[config.mk]
export PLATFORM = sky130hd
export DESIGN_NAME = rom_download_ctrl
export DESIGN_NICKNAME = d
export VERILOG_FILES = /design/src/rtl/rom_download_ctrl.sv
export SDC_FILE = /design/constraint.sdc
export NUM_CORES = 1
export LEC_CHECK = 0
export BUFFER_PORTS_ARGS = -buffer_cell sky130_fd_sc_hd__buf_2
export CORE_MARGIN = 4
export CORE_UTILIZATION = 50
export CTS_CLUSTER_SIZE = 25
export DETAILED_ROUTE_END_ITERATION = 8
export PLACE_DENSITY = 0.85
export REMOVE_ABC_BUFFERS = 1
export SETUP_SLACK_MARGIN = 0.15
export SLEW_MARGIN = 5
export SYNTH_ARGS = -nofsm -noshare
export SYNTH_HDL_FRONTEND = slang
export SYNTH_SLANG_ARGS = --single-unit
[constraint.sdc]
create_clock -name clk_sys -period 3.6 [get_ports clk_sys]
set_clock_uncertainty 0.2 [all_clocks]
set_input_delay 0.54 -clock clk_sys [delete_from_list [all_inputs] [get_ports clk_sys]]
set_output_delay 0.54 -clock clk_sys [all_outputs]
set_load 0.02 [all_outputs]
[src/rtl/rom_download_ctrl.sv]
// ROM download controller: steers host ioctl writes for one index into a ROM port
// and holds the game core in reset until a download has settled. Optional ROM_CHECKSUM_EN adds rom_sum.
module rom_download_ctrl #(
  parameter logic [7:0] INDEX       = 8'h00,
  parameter int         ROM_AW      = 16,
  parameter int         RST_HOLD    = 16,
  parameter int         WAIT_CYCLES = 0
) (
  input  logic              clk_sys,
  input  logic              RESET,
  input  logic              ioctl_download,
  input  logic [7:0]        ioctl_index,
  input  logic              ioctl_wr,
  input  logic [24:0]       ioctl_addr,
  input  logic [7:0]        ioctl_dout,
  output logic              ioctl_wait,
  output logic              rom_we,
  output logic [ROM_AW-1:0] rom_addr,
  output logic [7:0]        rom_data,
  output logic              core_reset,
  output logic              rom_loaded,
  output logic [ROM_AW:0]   byte_count,
  output logic              addr_ovf
`ifdef ROM_CHECKSUM_EN
  ,
  output logic [7:0]        rom_sum
`endif
);

  typedef enum logic [1:0] {UNLOADED, LOADING, HOLD, RUN} state_t;

  localparam logic [15:0]     HOLD_LAST = 16'(RST_HOLD - 1);
  localparam logic [7:0]      WAIT_LD   = 8'(WAIT_CYCLES);
  localparam logic [ROM_AW:0] BYTE_MAX  = {1'b1, {ROM_AW{1'b0}}};
  localparam logic [ROM_AW:0] BYTE_ONE  = (ROM_AW+1)'(1);

  state_t            state_q      = UNLOADED;
  state_t            state_d;
  logic [15:0]       hold_cnt_q   = '0;
  logic [15:0]       hold_cnt_d;
  logic [7:0]        wait_cnt_q   = '0;
  logic [7:0]        wait_cnt_d;
  logic              rom_we_q     = 1'b0;
  logic              rom_we_d;
  logic [ROM_AW-1:0] rom_addr_q   = '0;
  logic [ROM_AW-1:0] rom_addr_d;
  logic [7:0]        rom_data_q   = '0;
  logic [7:0]        rom_data_d;
  logic              core_reset_q = 1'b1;
  logic              core_reset_d;
  logic              rom_loaded_q = 1'b0;
  logic              rom_loaded_d;
  logic [ROM_AW:0]   byte_count_q = '0;
  logic [ROM_AW:0]   byte_count_d;
  logic              addr_ovf_q   = 1'b0;
  logic              addr_ovf_d;
`ifdef ROM_CHECKSUM_EN
  logic [7:0]        rom_sum_q    = '0;
  logic [7:0]        rom_sum_d;
`endif

  logic sel;
  logic in_range;
  logic wr_ok;
  logic accept;
  logic ovf_hit;
  logic load_entry;

  always_comb begin
    sel      = ioctl_download && (ioctl_index == INDEX);
    in_range = (ioctl_addr >> ROM_AW) == 25'd0;
    wr_ok    = ioctl_wr && sel && !ioctl_wait && !RESET;
    accept   = wr_ok && in_range;
    ovf_hit  = wr_ok && !in_range;
  end

  always_comb begin
    state_d      = state_q;
    rom_loaded_d = rom_loaded_q;
    if (RESET) begin
      if (sel)               state_d = LOADING;
      else if (rom_loaded_q) state_d = HOLD;
      else                   state_d = UNLOADED;
    end else begin
      case (state_q)
        UNLOADED: if (sel) state_d = LOADING;
        LOADING: begin
          if (!sel) begin
            state_d      = HOLD;
            rom_loaded_d = 1'b1;
          end
        end
        HOLD: begin
          if (sel)                          state_d = LOADING;
          else if (hold_cnt_q == HOLD_LAST) state_d = RUN;
        end
        RUN:      if (sel) state_d = LOADING;
        default:  state_d = UNLOADED;
      endcase
    end

    // Counter restarts from 0 on every entry to HOLD, including a reset re-entry.
    hold_cnt_d = '0;
    if (state_d == HOLD && state_q == HOLD && !RESET)
      hold_cnt_d = hold_cnt_q + 16'd1;

    core_reset_d = (state_d != RUN);
    load_entry   = (state_d == LOADING) && (state_q != LOADING);
  end

  always_comb begin
    rom_we_d   = accept;
    rom_addr_d = accept ? ioctl_addr[ROM_AW-1:0] : rom_addr_q;
    rom_data_d = accept ? ioctl_dout : rom_data_q;

    byte_count_d = load_entry ? '0 : byte_count_q;
    if (accept && byte_count_d != BYTE_MAX)
      byte_count_d = byte_count_d + BYTE_ONE;

    addr_ovf_d = load_entry ? 1'b0 : addr_ovf_q;
    if (ovf_hit)
      addr_ovf_d = 1'b1;

    wait_cnt_d = wait_cnt_q;
    if (accept)                  wait_cnt_d = WAIT_LD;
    else if (wait_cnt_q != 8'd0) wait_cnt_d = wait_cnt_q - 8'd1;
  end

`ifdef ROM_CHECKSUM_EN
  always_comb begin
    rom_sum_d = load_entry ? 8'd0 : rom_sum_q;
    if (accept)
      rom_sum_d = rom_sum_d + ioctl_dout;
  end
`endif

  always_ff @(posedge clk_sys) begin
    if (RESET) begin
      rom_we_q   <= 1'b0;
      wait_cnt_q <= 8'd0;
    end else begin
      rom_we_q   <= rom_we_d;
      wait_cnt_q <= wait_cnt_d;
    end
    state_q      <= state_d;
    hold_cnt_q   <= hold_cnt_d;
    core_reset_q <= core_reset_d;
    rom_loaded_q <= rom_loaded_d;
    byte_count_q <= byte_count_d;
    addr_ovf_q   <= addr_ovf_d;
    rom_addr_q   <= rom_addr_d;
    rom_data_q   <= rom_data_d;
`ifdef ROM_CHECKSUM_EN
    rom_sum_q    <= rom_sum_d;
`endif
  end

  assign ioctl_wait = (WAIT_CYCLES > 0) && (wait_cnt_q != 8'd0);
  assign rom_we     = rom_we_q;
  assign rom_addr   = rom_addr_q;
  assign rom_data   = rom_data_q;
  assign core_reset = core_reset_q;
  assign rom_loaded = rom_loaded_q;
  assign byte_count = byte_count_q;
  assign addr_ovf   = addr_ovf_q;
`ifdef ROM_CHECKSUM_EN
  assign rom_sum    = rom_sum_q;
`endif

endmodule

==> results.txt <==
- The slowest stage of the critical path belongs to the cell sky130_fd_sc_hd__dfxtp_1.
* Vertical extent of the die: 81.9 µm
* H-tree lvl count: 3
- TritonCTS built the clock tree.
- Global-route wire length before repair: about 9500 µm
- For met1 alone, demand over resource in global routing was 0.229.
- Total of flip-flops plus latches after synthesis: 62
* Routability cong.: approximately 0.86
- The number of buffers and inverters on the critical path is 1.
- In this run the tool buffered the top-level ports with slightly below 90 buffer cells.
- Count of clock tree sinks: 62
- Total of hold buffers inserted after clock tree synthesis: 0
- Power density relative to cell area: about 410 nW/µm²
- Fraction of the yosys area taken by sequential cells: 0.542
- Leak Pwr: around 1.4 nW
- Dominant synthesized flop cell: sky130_fd_sc_hd__dfxtp_1
* PostCTS Resize Cnt: 0
- After clock tree synthesis, the clock-pin slew on the worst setup and hold paths is 0.07 ns.
- In the finished design, the share of the clock period the worst path needs comes to 0.859.
- Latest clock arrival within the worst-skew pair: roughly 0.33 ns
- Detail Route Antenna Nets: 0
- Number of enable flip-flop cells after synthesis: 24
- The library cells used most frequently in the layout, excluding fill and tap cells, are sky130_fd_sc_hd__buf_2 (88), sky130_fd_sc_hd__dfxtp_1 (38), sky130_fd_sc_hd__nor3_1 (25).
* Pin count of the biggest net entering global routing: 25
- The startpoint identified for the worst register-to-register timing path is state_q[0]$_DFF_P_.
* Total routing resource utilization after global routing: 0.186
- In this run the worst hold path is classified as input pin to register.
* Endpoints failing hold: 0
- Outcome: completed
- Post-Synthesis Cell Area: 2730 µm²
- # nets final: 396
* Horizontal die dimension: 81.9 µm
- The worst register-to-register path ends at byte_count[12]$_DFF_P_.
- The average instance in the mapped netlist occupies 10.7 µm².
* Die area: approximately 6700 µm²
- In the routed layout, each cell is associated on average with a via count of between 5 and 6.
* Max Clock Freq: 324 MHz
- The number of pins with negative max-slew slack in the final report is 0.
- Data arrival at the endpoint of the critical path: 3.10 ns
- Transition time of the tightest slew-check pin: around 0.79 ns
- Critical Path, Cell by Cell: inv_1 -> ha_1 -> nor2_1 -> nor4b_1 -> o21ai_1 -> and3_4 -> ha_1 -> and4_1 -> nand4_1 -> nor4_1 -> xnor2_1 -> nor2_1
- For met3 alone, demand over resource in global routing was 0.0526.
* R2R Setup Slk: approximately 0.5 ns
- Grt ovf: 0
* Worst rel slew slack: 0.473
- The critical path in this run is classified as register to register.
- Start point of the worst hold path: ioctl_addr[4]
- The tree is rooted in a sky130_fd_sc_hd__clkbuf_8.
* GR met2 Demand/Resource: 0.296
- DP HPWL: around 4300 µm
* DP Cell Count: ~410
- Along the worst hold path, the cell count comes to 1.
- I/O pins: just over 90
- The number of global-route vias before repair is 2111.
- The filler cells instantiated in the layout total 419.
- Setup total negative slack on the finished layout was measured at 0 ns.
* Share of layout cells above drive strength 1: 0.328
* Starting DRT DRC Count: around 150
- Crit start category: register
* Maximum buffer depth of the clock tree: 2
- In this run the worst path has a maximum fanout of 7.
* Worst Hold End: rom_addr[4]$_DFFE_PP_
* Routed WL per cell: ~14 µm
* Biggest cell delay along the critical path: 0.38 ns
* Number of buffers added by the clock tree synthesis step: 9
- At the worst endpoint, the required time is 3.61 ns.
- The final layout contains routed wiring with a total length of ~5800 µm.
- Gate Count Post-Synth: around 260
- The initialized floorplan defines 26 standard-cell rows.
- Number of design rule violations left after detail routing: 0
- From synthesis to final layout, the design area changed by 24.8%.
* Worst voltage drop across the vdd grid: roughly 0.00021 V
- The library cell used most frequently in the layout, excluding fill and tap cells, is sky130_fd_sc_hd__buf_2.
- Crit path max-delay family: simple AND/OR/NAND/NOR gates
* Antenna diode count: 0
* Total of warnings raised by yosys: 0
- The number of antenna violations at the first check in global routing is 0.
- GRT Max-Usage Layer: met2
- Unrepaired setup endpoints after global routing: no
* Count of different cell masters after synthesis: 47
* Number of max-cap violations: 0
* Post CTS Setup Buffer Count: 0
* Initial Util: 0.525
- Counting flops with an async set or reset pin after synthesis yields a share of 0.
- Period minus WS final: slightly above 3 ns
- For this run, the number of standard cells in the final layout without fillers is between 400 and 500.
- CP Capture Type: register
* TritonRoute pass-1 iters: 4
- Core Box Area: around 5200 µm²
* Length in cells of the worst reg-to-reg path: 12
* Routed vias: approximately 2200
- Setup violations remaining at the end of the flow were counted as 0.
==> final cells by class <==
class,count,area (µm²),area share
multi-input combinational,172,1150,0.337
clock buffer,9,124,0.0363
tap,70,87.6,0.0257
sequential,62,1480,0.434
inverter,12,45.0,0.0132
clock inverter,7,75.1,0.0220
timing repair buffer,89,448,0.131
==> how the worst max path moves through the flow <==
stage | from | endpoint | slack [ns] | depth (start not counted)
2_1_floorplan | ioctl_index[2] | byte_count[1]$_DFF_P_ | 0.76 | 10
3_3_place_gp | ioctl_index[2] | byte_count[1]$_DFF_P_ | 0.58 | 11
6_report | state_q[0]$_DFF_P_ | byte_count[12]$_DFF_P_ | 0.51 | 12
5_1_grt | hold_cnt_q[0]$_SDFF_PN0_ | byte_count[14]$_DFF_P_ | 0.26 | 11
3_5_place_dp | ioctl_index[2] | byte_count[1]$_DFF_P_ | 0.54 | 11
4_1_cts | state_q[0]$_DFF_P_ | byte_count[1]$_DFF_P_ | 0.54 | 12
==> sequential cells by signal, indices dropped and copies added (netlist names) <==
| name | count |
|---|---|
| addr_ovf | 1 |
| byte_count | 17 |
| rom_data | 8 |
| hold_cnt_q | 16 |
| rom_we | 1 |
| state_q | 2 |
| rom_addr | 16 |
| core_reset | 1 |
==> Yosys cell counts, types with 2 or more instances <==
master                     count  area, µm²
sky130_fd_sc_hd__ha_1          5       62.6
sky130_fd_sc_hd__and3_1        7       43.8
sky130_fd_sc_hd__conb_1        2       7.51
sky130_fd_sc_hd__a31oi_1       3       18.8
sky130_fd_sc_hd__nor4_1        9       56.3
sky130_fd_sc_hd__o211ai_1      2       15.0
sky130_fd_sc_hd__and2_1        2       12.5
sky130_fd_sc_hd__or3_1         3       18.8
sky130_fd_sc_hd__nand2_1      10       37.5
sky130_fd_sc_hd__nand4_1      10       62.6
sky130_fd_sc_hd__nor2b_1       4       25.0
sky130_fd_sc_hd__xor2_1        4       35.0
sky130_fd_sc_hd__nor4b_1       3       26.3
sky130_fd_sc_hd__buf_2         4       20.0
sky130_fd_sc_hd__and4_1        6       52.6
sky130_fd_sc_hd__nor3_1       25        125
sky130_fd_sc_hd__buf_4         3       22.5
sky130_fd_sc_hd__xnor2_1      23        201
sky130_fd_sc_hd__inv_1        12       45.0
sky130_fd_sc_hd__edfxtp_1     24        721
sky130_fd_sc_hd__dfxtp_1      38        761
sky130_fd_sc_hd__nor2_1       22       82.6
sky130_fd_sc_hd__nand3_1       9       45.0
sky130_fd_sc_hd__or2_2         2       12.5
==> kinds of logic (layout without fill, tap and decap cells) <==
family,after synthesis,after routing,share of synthesized area
and+or+nand+nor,123,123,0.264
xor gates and xnor gates,27,27,0.0865
DFF,62,62,0.542
other,2,2,0.00275
AOI/OAI and AO/OA,15,15,0.0440
buffers and inverters,21,117,0.0375
adders and majority gates,5,5,0.0229
==> stage by stage <==
stage	hold WS, ns	power, mW	area, µm²	setup slack (ns)	util
global placement	0.242	0.822	3210	0.583	0.617
CTS	0.166	1.42	3410	0.537	0.655
detailed placement	0.259	0.827	3210	0.543	0.617
floorplan	0.233	0.791	2680	0.759	-
finish	0.180	1.40	3410	0.509	0.655
global route	0.155	1.46	3410	0.256	0.655
==> routing by layer <==
metal | vias up | wire [µm]
met1 | 1004 | 2490
met3 | 6 | 620
met5 | - | 0
met4 | 0 | 64
met2 | 112 | 2620
li1 | 1109 | -
==> power breakdown <==
group | leakage (nW) | switching [mW] | total, mW | internal [mW]
clock network | 0.0914 | 0.270 | 0.590 | 0.320
logic | 0.761 | 0.0351 | 0.0671 | 0.0320
registers | 0.522 | 0.00641 | 0.743 | 0.736
total | 1.37 | 0.311 | 1.40 | 1.09
Power figures use the tool's default switching activity.
